[config.mk]
export PLATFORM = sky130hd
export DESIGN_NAME = lsu_ctrl
export DESIGN_NICKNAME = d
export VERILOG_FILES = /design/src/rtl/lsu_pkg.sv /design/src/rtl/lsu_load_ext.sv /design/src/rtl/lsu_ctrl.sv
export SDC_FILE = /design/constraint.sdc
export NUM_CORES = 1
export LEC_CHECK = 0
export BUFFER_PORTS_ARGS = -buffer_cell sky130_fd_sc_hd__buf_2
export CAP_MARGIN = 40
export CORE_ASPECT_RATIO = 0.6
export CORE_MARGIN = 2
export CORE_UTILIZATION = 47
export DETAILED_ROUTE_END_ITERATION = 16
export MAX_ROUTING_LAYER = met4
export PLACE_DENSITY = 0.81
export SYNTH_ARGS = -nofsm -noshare
export SYNTH_HDL_FRONTEND = slang
export SYNTH_SLANG_ARGS = --single-unit
[constraint.sdc]
create_clock -name clk -period 2.2 [get_ports clk]
set_clock_uncertainty 0.1 [all_clocks]
set_input_delay 0.22 -clock clk [delete_from_list [all_inputs] [get_ports clk]]
set_output_delay 0.22 -clock clk [all_outputs]
set_load 0.01 [all_outputs]
[src/rtl/lsu_pkg.sv]
// Shared encodings for the load/store unit: op types, FSM states, lane helpers.
package lsu_pkg;

   typedef enum logic [2:0] {
      OP_LW  = 3'd0,
      OP_LH  = 3'd1,
      OP_LHU = 3'd2,
      OP_LB  = 3'd3,
      OP_LBU = 3'd4,
      OP_SW  = 3'd5,
      OP_SH  = 3'd6,
      OP_SB  = 3'd7
   } op_e;

   typedef enum logic [1:0] {
      ST_IDLE = 2'd0,
      ST_REQ  = 2'd1,
      ST_WAIT = 2'd2
   } state_e;

   function automatic logic is_store(op_e op);
      return (op == OP_SW) || (op == OP_SH) || (op == OP_SB);
   endfunction

   function automatic logic is_aligned(op_e op, logic [1:0] off);
      case (op)
         OP_LW, OP_SW:         return (off == 2'b00);
         OP_LH, OP_LHU, OP_SH: return ~off[0];
         default:              return 1'b1;
      endcase
   endfunction

   function automatic logic [3:0] byte_en(op_e op, logic [1:0] off);
      case (op)
         OP_LW, OP_SW:         return 4'b1111;
         OP_LH, OP_LHU, OP_SH: return 4'b0011 << off;
         default:              return 4'b0001 << off;
      endcase
   endfunction

   // Store data is right-aligned; copy it into every lane so the enables pick it.
   function automatic logic [31:0] store_lanes(op_e op, logic [31:0] wd);
      case (op)
         OP_SH:   return {2{wd[15:0]}};
         OP_SB:   return {4{wd[7:0]}};
         default: return wd;
      endcase
   endfunction

endpackage

[src/rtl/lsu_load_ext.sv]
// Pure combinational lane select and sign/zero extension of a loaded word.
module lsu_load_ext
   import lsu_pkg::*;
(
   input  op_e         op,
   input  logic [1:0]  byte_off,
   input  logic [31:0] word,
   output logic [31:0] data
);

   logic [7:0]  lane_b;
   logic [15:0] lane_h;

   assign lane_b = word[{byte_off, 3'b000} +: 8];
   assign lane_h = byte_off[1] ? word[31:16] : word[15:0];

   always_comb begin
      data = word;
      case (op)
         OP_LB:   data = {{24{lane_b[7]}}, lane_b};
         OP_LBU:  data = {24'h0, lane_b};
         OP_LH:   data = {{16{lane_h[15]}}, lane_h};
         OP_LHU:  data = {16'h0, lane_h};
         default: data = word;
      endcase
   end

endmodule

[src/rtl/lsu_ctrl.sv]
// Load/store controller: one outstanding op, IDLE -> REQ -> (WAIT) -> IDLE.
// Misaligned ops fault in IDLE without touching memory; loads time out in WAIT.
module lsu_ctrl
   import lsu_pkg::*;
#(
   parameter int TIMEOUT = 255
) (
   input  logic        clk,
   input  logic        reset,
   input  logic        op_valid,
   input  logic [2:0]  op_type,
   input  logic [31:0] addr,
   input  logic [31:0] wdata,
   output logic        stall,
   output logic [31:0] rdata,
   output logic        rdata_valid,
   output logic        addr_err,
   output logic        bus_err,
   output logic        mem_req,
   output logic        mem_we,
   output logic [31:0] mem_addr,
   output logic [3:0]  mem_be,
   output logic [31:0] mem_wd,
   input  logic        mem_gnt,
   input  logic        mem_rvalid,
   input  logic [31:0] mem_rd
);

   localparam int CW = $clog2(TIMEOUT + 1);

   state_e        state, state_n;
   op_e           op_q;
   logic [31:0]   addr_q, wdata_q;
   logic [CW-1:0] cnt;
   logic          aligned, accept, ld_done, tmo;
   logic [31:0]   ext_data;

   assign aligned = is_aligned(op_e'(op_type), addr[1:0]);
   assign accept  = (state == ST_IDLE) && op_valid && aligned;
   assign ld_done = (state == ST_WAIT) && mem_rvalid;
   // A response on the final count still completes the load.
   assign tmo     = (state == ST_WAIT) && !mem_rvalid && (cnt == CW'(TIMEOUT));

   always_ff @(posedge clk) begin
      if (reset) begin
         state   <= ST_IDLE;
         op_q    <= OP_LW;
         addr_q  <= '0;
         wdata_q <= '0;
         cnt     <= '0;
      end else begin
         state <= state_n;
         if (accept) begin
            op_q    <= op_e'(op_type);
            addr_q  <= addr;
            wdata_q <= wdata;
         end
         if (state == ST_REQ)
            cnt <= '0;
         else if (state == ST_WAIT)
            cnt <= cnt + CW'(1);
      end
   end

   always_comb begin
      state_n = state;
      case (state)
         ST_IDLE: if (accept)          state_n = ST_REQ;
         ST_REQ:  if (mem_gnt)         state_n = is_store(op_q) ? ST_IDLE : ST_WAIT;
         ST_WAIT: if (ld_done || tmo)  state_n = ST_IDLE;
         default:                      state_n = ST_IDLE;
      endcase
   end

   assign stall       = accept || (state != ST_IDLE);
   assign addr_err    = (state == ST_IDLE) && op_valid && !aligned;
   assign mem_req     = (state == ST_REQ);
   assign mem_we      = mem_req && is_store(op_q);
   assign mem_addr    = mem_req ? {addr_q[31:2], 2'b00} : '0;
   assign mem_be      = mem_req ? byte_en(op_q, addr_q[1:0]) : '0;
   assign mem_wd      = mem_we ? store_lanes(op_q, wdata_q) : '0;
   assign rdata_valid = ld_done;
   assign rdata       = ld_done ? ext_data : '0;
   assign bus_err     = tmo;

   lsu_load_ext u_load_ext (
      .op       (op_q),
      .byte_off (addr_q[1:0]),
      .word     (mem_rd),
      .data     (ext_data)
   );

endmodule

==> results of run 1 <==
[timing repair]
action                     in CTS  in global routing
setup endpoints to repair      32                 36
resized for setup              24                 17
setup buffers                   5                  1
cloned                          3                  0
pin swaps                       9                  4
[power breakdown]
group | internal (mW) | total [mW] | leakage, nW | switching (mW)
Combinational | 0.399 | 0.840 | 2.34 | 0.442
Sequential | 1.48 | 1.55 | 0.632 | 0.0698
Clock | 0.917 | 1.53 | 0.149 | 0.617
Total | 2.80 | 3.93 | 3.12 | 1.13
[flip-flops by register name (all words and copies together), names as in the netlist]
| signal | count |
|---|---|
| cnt | 8 |
| op_q | 3 |
| wdata_q | 32 |
| addr_q | 32 |
| state | 2 |
[cells by family (layout without fill, tap and decap cells)]
kind of cell,Yosys count,in the layout
AOI/OAI and AO/OA,101,102
xor gates and xnor gates,8,8
adders and majority gates,1,1
buffers and inverters,60,265
DFF,77,77
muxes,83,83
other,1,2
and+or+nand+nor,283,284
[metal layers]
metal	share of wire, %	vias to the layer above	GRT usage [%]
li1	-	2511	-
met1	46	2324	35.7
met2	44	198	39.7
met3	8.5	12	6.10
met4	0.80	0	4.55
met5	0	-	-
[through the flow]
step	hold WS [ps]	power, mW	utilization [%]	std cells
floorplan	275	2.05	-	615
global placement	356	2.32	60.0	936
detailed placement	356	2.34	60.1	937
CTS	25.0	3.93	64.6	961
global route	33.8	4.09	65.4	961
finish	32.0	3.93	65.4	961
[cell type report]
cell class,instances,area [µm²]
Clock buffer,10,239
Clock inverter,6,68.8
Fill cell,869,3640
Inverter,7,26.3
Multi-Input combinational cell,480,3430
Sequential cell,77,1560
Tap cell,139,174
Timing Repair Buffer,242,1390
[critical path, stage by stage (launching register included)]
cell	delay (ps)
dfxtp_4	360
o21a_4	240
or3_4	420
o221ai_2	180
o2111a_1	260
buf_2	140
[cells in the mapped netlist (8+ instances only)]
| master | instances | area [µm²] |
|---|---|---|
| a21oi_1 | 15 | 75.1 |
| mux2i_1 | 82 | 821 |
| a22oi_1 | 9 | 67.6 |
| clkbuf_1 | 36 | 135 |
| o21a_1 | 19 | 143 |
| nor2b_1 | 10 | 62.6 |
| o221a_2 | 8 | 90.1 |
| nand2_1 | 28 | 105 |
| o21ai_0 | 16 | 80.1 |
| and2_1 | 33 | 206 |
| and3_1 | 10 | 62.6 |
| buf_2 | 9 | 45.0 |
| dfxtp_1 | 77 | 1540 |
| nor2_1 | 51 | 191 |
| nand2b_1 | 137 | 857 |
| a211oi_1 | 8 | 60.1 |
[path summary, 6_finish.rpt]
path               from         end  slack [ps]  cells after the start
max reg2reg    state[1]  wdata_q[7]         540                      5
min reg2reg  addr_q[24]  addr_q[24]         370                      2
min            addr[19]  addr_q[19]          30                      3
max             op_q[1]    rdata[6]         -60                      5
==> impl_metrics.ini, run 1 <==
[status]
violations = setup timing
status = complete, but fails checks

[layout]
mostFrequentLayoutCells = buf_2 (206), nand2b_1 (137), mux2i_1 (81)
final_nets = 922
syn_to_final_growth_pct = 36.3
layout_commonest_cell = buf_2
final_area_um2 = 6880
diodes = 0
drive_gt1_share_pct = 36.3

[clocking]
htreeDepth = 3
cts_buffers = 9
cts_sinks = 77
cts_buffer_depth = 2
cts_tree = built
clk_pin_slew_ps = 60
cts_hold_buf = 0
clkLatencyLatePin_ps = 340
cts_root_buf = clkbuf_16

[placement]
place_area_um2 = 6320
pre_cts_ws_ps = 87.3
portBuffers = 207
hpwlAfterDp_um = 10500
place_congestion = 0.842

[yosys]
ys_seq_area_share_pct = 30.5
synth_fa_ha_area_share_pct = 0.248
async_reset_ff_share_pct = 0
synth_edf_count = 0
synth_xor_area_share_pct = 1.39
postSynthCellCount = 614
ys_ff_latch = 77
synth_ff_type = dfxtp_1
syn_area_um2 = 5050
synth_mux_area_share_pct = 16.5
synth-simple-area-share_pct = 31.2
yosys_warnings = 0
yosysUniqueCellTypes = 47
synth_top_family_by_area = simple AND/OR/NAND/NOR gates
synth_compound_area_share_pct = 15.0
synth_area_per_cell_um2 = 8.22

[job]
max_cap_violations = 0

[worst_setup_path]
critical_path_class = register to output pin
cp_data_arrival_time_ps = 1940
end_kind = output pin
required_ps = 1880
cp_max_fo = 7
start_kind = register

[min_path]
hp-class = input pin to register

[routing]
wl_per_cell_um = 15.7
ant_nets = 0
first_pass_iters = 5
route.detailed.drc = 0
vias_per_cell = 5.25
drt_iter0_drc = 286
routed_wl_um = 15000
num_vias = 5045

[power]
leakage_nw = 3.12
ir_drop_mv = 0.366
pwr_density_cell_nw_per_um2 = 571

[global_routing]
grt_pass1_vias = 4575
antenna_found_initial = 0
grt_start_max_net_pins = 71
grt-ovfl-total = 0
grt_pass1_wl_um = 23300
grt_usage_pct = 26.0

[sta]
finalCriticalPeriod_ps = 2260
rsz0062_at_grt = true
setup_violations = 15
fmax_mhz = 442
slew_headroom_pct = 54.2
final.period_utilization_pct = 103
setup_tns_ps = -332
layout_setup_ws_ps = -64.8
maxSlewViolCount = 0
tightest_slew_ps = 687
hold_viol_final = 0

[floorplan]
start_util_pct = 48.0
dieHeight_um = 84.3
die_w_um = 138
die_area_um2 = 11600
io_pins = 210
core_area_um2 = 10500
placementRows = 29
No activity file was read; power rests on OpenSTA's default activity.
==> inputs of run 2 (changes only) <==
- CORE_UTILIZATION: 47 -> 35
- PLACE_DENSITY: 0.81 -> 0.63
==> impl_metrics.ini, run 2 (synthesized netlist as in run 1, its figures left out) <==
[clocking]
htreeDepth = 3
cts_sinks = 77
clkLatencyLatePin_ps = 330
clk_pin_slew_ps = 70
cts_buffer_depth = 2
cts_root_buf = clkbuf_16
cts_tree = built
cts_buffers = 9

[power]
leakage_nw = 3.20
power_mw = 4.16
pwr_density_cell_nw_per_um2 = 583
ir_drop_mv = 0.467

[global_routing]
grt-ovfl-total = 0
grt_pass1_vias = 4580
grt_pass1_wl_um = 25000
antenna_found_initial = 2
grt_start_max_net_pins = 52
grt_usage_pct = 20.7

[status]
status = complete, but fails checks
violations = setup timing

[sta]
maxSlewViolCount = 0
setup_violations = 5
tightest_slew_ps = 629
fmax_mhz = 447
layout_setup_ws_ps = -39.0
final.period_utilization_pct = 102
hold_viol_final = 0
holdWs_ps = 40.5
slew_headroom_pct = 58.1
finalCriticalPeriod_ps = 2240
rsz0062_at_grt = true

[worst_setup_path]
r2r_cells = 5
start_kind = register
critPathSlowestCell = or3_4
cp-startpoint = op_q[1]
cp.depth = 5
crit_buf_inv = 1
required_ps = 1880
r2r_slack_ps = 480
cpPeakStageDelay_ps = 440
path_delay_family = compound AO/OA/AOI/OAI gates
cp_data_arrival_time_ps = 1920
cp-endpoint = rdata[2]
critical_path_class = register to output pin
cp_max_fo = 7
end_kind = output pin
reg2reg_to = wdata_q[22]
r2r-start = state[1]
crit_chain = o21a_4 > or3_4 > o221ai_2 > o2111a_1 > buf_2

[floorplan]
io_pins = 210
placementRows = 33
die_area_um2 = 15400
dieHeight_um = 97.0
core_area_um2 = 13900
die_w_um = 159
start_util_pct = 36.4

[routing]
wl_per_cell_um = 15.9
drt_iter0_drc = 423
first_pass_iters = 5
ant_nets = 0
vias_per_cell = 4.91
routed_wl_um = 16300
num_vias = 5025
route.detailed.drc = 0

[job]
max_cap_violations = 0

[layout]
register_area_um2 = 1560
syn_to_final_growth_pct = 41.6
largestRegisters = addr_q: 32 flops, wdata_q: 32 flops, cnt: 8 flops
multiInputGateArea_um2 = 3480
layout_commonest_cell = buf_2
final_nets = 930
mostFrequentLayoutCells = buf_2 (199), nand2b_1 (137), mux2i_1 (75)
drive_gt1_share_pct = 37.7
fillers = 1374

[placement]
hpwlAfterDp_um = 11700
portBuffers = 207
place_congestion = 0.848

[min_path]
hp-class = input pin to register
## run 2: cell count changes in the layout (fill, tap and decap cells not counted), moves of 3 or more
cell,change
o221ai_2,+3
buf_12,-3
buf_4,+7
a211oi_1,+3
o221ai_1,-3
buf_2,-7
mux2i_4,+4
buf_6,+8
a211oi_2,-3
mux2i_1,-6
## run 2: cell type report
class                      instances  share of cell area, %
clock buffer                      10                   3.20
tap                              192                   3.36
clock inverter                     6                   1.66
antenna                            2                 0.0700
timing repair buffer             250                   20.9
inverter                           7                  0.368
sequential                        77                   21.8
multi-input combinational        480                   48.6
## run 2: through the flow
| stage | std cells | utilization [%] | setup slack (ps) | TNS (ps) | instance area [µm²] |
|---|---|---|---|---|---|
| 3_5_place_dp | 994 | 46.2 | -2.37 | -2.37 | 6410 |
| 2_1_floorplan | 615 | - | 232 | 0 | 5050 |
| 4_1_cts | 1017 | 50.1 | -45.5 | -213 | 6950 |
| 5_1_grt | 1024 | 51.5 | -106 | -1070 | 7150 |
| 6_report | 1024 | 51.5 | -39.0 | -105 | 7150 |
| 3_3_place_gp | 993 | 46.0 | -13.7 | -283 | 6390 |
## run 2: how the worst min path moves through the flow
stage	start	to	slack, ps	depth (start not counted)
3_3_place_gp	addr_q[23]	addr_q[23]	360	2
3_5_place_dp	addr_q[4]	addr_q[4]	360	2
6_report	wdata[3]	wdata_q[3]	40	3
2_1_floorplan	addr[10]	addr_q[10]	280	2
5_1_grt	addr[16]	addr_q[16]	30	3
4_1_cts	addr[17]	addr_q[17]	20	3
## run 2: worst reg2reg max path, stage by stage, from the launching register on
cell and delay [ps]:
dfxtp_1 310, nor2_1 130, nand2_1 180, nor2_4 310, buf_12 330, mux2i_1 290
## run 2: timing repair
item | 4_1_cts | 5_1_grt
hold buffers | 0 | 0
setup buffers | 5 | 5
endpoints found under the setup margin | 56 | 37
cloned | 2 | 0
pin swaps | 6 | 16
resized for setup | 34 | 31
## run 2: power breakdown
group	leakage, nW	switching, mW	internal (mW)	total (mW)
clock network	0.169	0.617	1.12	1.74
registers	0.632	0.0801	1.48	1.56
logic	2.40	0.449	0.410	0.858
## run 2: metal layers
metal / up-vias / global-route usage [%] / share of wire (%)
met1: 2286 / 30.9 / 51
met2: 199 / 26.6 / 39
li1: 2528 / - / -
met5: - / - / 0
met3: 12 / 6.78 / 8.7
met4: 0 / 4.06 / 0.79
==> inputs of run 3 (changes only) <==
- ABC_AREA: unset -> 1
- PLACE_DENSITY: 0.63 -> 0.65
==> impl_metrics.ini, run 3 <==
[status]
status = complete, no violations

[power]
p_int_mw = 2.80
p_sw_share_pct = 30.3
power_mw = 4.01
ir_drop_mv = 0.336
pwr_density_cell_nw_per_um2 = 663
pwr-share-comb_pct = 22.8
leakage_nw = 3.03
switchingPower_mw = 1.21
pwr-share-clk_pct = 37.7
p_seq_share_pct = 39.5

[worst_setup_path]
required_ps = 1880
cp_data_arrival_time_ps = 1770
start_kind = register
end_kind = output pin
r2r_cells = 5
r2r_slack_ps = 460
critical_path_class = register to output pin
cp_max_fo = 6

[min_path]
worst_hold_path.num_cells = 3
hp-class = input pin to register

[routing]
num_vias = 5006
vias_per_cell = 4.70
ant_nets = 0
routed_wl_um = 14100
first_pass_iters = 6
drt_iter0_drc = 372
route.detailed.drc = 0
wl_per_cell_um = 13.2

[sta]
layout_setup_ws_ps = 106
slew_headroom_pct = 45.8
tightest_slew_ps = 813
fmax_mhz = 478
rsz0062_at_grt = true
holdWs_ps = 40.1
hold_viol_final = 0
setup_violations = 0
maxSlewViolCount = 0
final.period_utilization_pct = 95.2
finalCriticalPeriod_ps = 2090

[layout]
final_nets = 997
multiInputGateArea_um2 = 2420
syn_to_final_growth_pct = 35.0
mostFrequentLayoutCells = buf_2 (207), nor2_1 (160), o21ai_0 (94)
final_core_util_pct = 49.3
layout_commonest_cell = buf_2
fin_cells = 1066
largestRegisters = addr_q: 32 flops, wdata_q: 32 flops, cnt: 8 flops
register_area_um2 = 1550
fillers = 1305
drive_gt1_share_pct = 33.1

[yosys]
yosys_warnings = 0
synth_ff_type = dfxtp_1
syn_area_um2 = 4480
synth_top_area_share_pct = 34.4
ys_seq_area_share_pct = 34.4
synth_largest_area_cell = dfxtp_1
synth_common_cells = nor2_1 (161), o21ai_0 (98), inv_1 (79), dfxtp_1 (77), a21oi_1 (64)
ys_ff_latch = 77
post-synth-top-count-cell = nor2_1
async_reset_ff_share_pct = 0
postSynthCellCount = 691
yosysUniqueCellTypes = 39
synth_area_per_cell_um2 = 6.48
synth_edf_count = 0
synth_area_leaders = dfxtp_1 (34%), nor2_1 (13%), o21ai_0 (11%)

[clocking]
cts_sinks = 77
clkLatencyLatePin_ps = 330
cts_root_buf = clkbuf_16
htreeDepth = 3
cts_buffer_depth = 2
cts_tree = built
cts_buffers = 9
clk_pin_slew_ps = 60

[floorplan]
placementRows = 31
die_w_um = 150
dieHeight_um = 91.6
io_pins = 210
core_area_um2 = 12300
start_util_pct = 36.6
die_area_um2 = 13800

[placement]
dp.cells = 1037
portBuffers = 207
hpwlAfterDp_um = 10500
pre_cts_ws_ps = 330
place_congestion = 0.864

[job]
max_cap_violations = 0

[global_routing]
grt_pass1_wl_um = 21600
grt_pass1_vias = 4294
grt_start_max_net_pins = 86
grt-ovfl-total = 0
antenna_found_initial = 4
grt_usage_pct = 20.1
-- run 3: per-stage QoR --
stage	setup TNS, ps	instance area (µm²)
4_1_cts	0	5950
5_1_grt	-83.5	6050
2_1_floorplan	0	4480
3_3_place_gp	0	5610
6_report	0	6050
3_5_place_dp	0	5610
-- run 3: logic make-up after synthesis --
family	Yosys count	synth area share [%]
buffers and inverters	128	12.6
AOI/OAI and AO/OA	188	22.4
adders and majority gates	1	0.279
muxes	7	1.56
and+or+nand+nor	287	28.3
DFF	77	34.4
xor gates and xnor gates	2	0.391
other	1	0.0837
-- run 3: per-layer routing --
metal | track usage (%) | up-vias | part of all wire, %
li1 | - | 2610 | -
met4 | 4.17 | 0 | 0.93
met5 | - | - | 0
met3 | 6.07 | 10 | 9.5
met2 | 27.9 | 181 | 41
met1 | 28.6 | 2205 | 49
-- run 3: worst paths after layout --
check,from,to
worst min register to register,addr_q[30],addr_q[30]
worst max-delay path,state[1],rdata[4]
worst max register to register,state[0],wdata_q[25]
worst min-delay path,wdata[29],wdata_q[29]
-- run 3: critical path, stage by stage, from the launching register on --
cell and delay [ps]:
dfxtp_1 390, inv_2 90, nor2_4 170, inv_2 130, nor2_8 210, buf_4 150
o21ai_0 70, nor2_1 100, buf_2 140
-- run 3: area by class of cell --
cell class,instances,share of cell area (%)
sequential,77,25.6
tap,165,3.41
antenna,4,0.165
timing repair buffer,228,20.0
clock inverter,5,0.972
inverter,88,5.59
clock buffer,11,4.18
multi-input combinational,488,40.1
-- run 3: power by group through the flow --
stage	registers (mW)	logic, mW	clock network [mW]
3_3_place_gp	1.61	0.870	0
3_5_place_dp	1.61	0.869	0
6_report	1.58	0.914	1.51
4_1_cts	1.58	0.887	1.56
2_1_floorplan	1.60	0.620	0
5_1_grt	1.60	1.03	1.63
-- run 3: timing repair --
| action | in CTS | in global routing |
|---|---|---|
| setup endpoints to repair | 14 | 49 |
| gates cloned | 0 | 1 |
| hold buffers | 1 | 0 |
| buffers inserted | 2 | 5 |
| gates resized for setup | 2 | 15 |
| pin swaps | 1 | 2 |
| hold endpoints to repair | 2 | 0 |
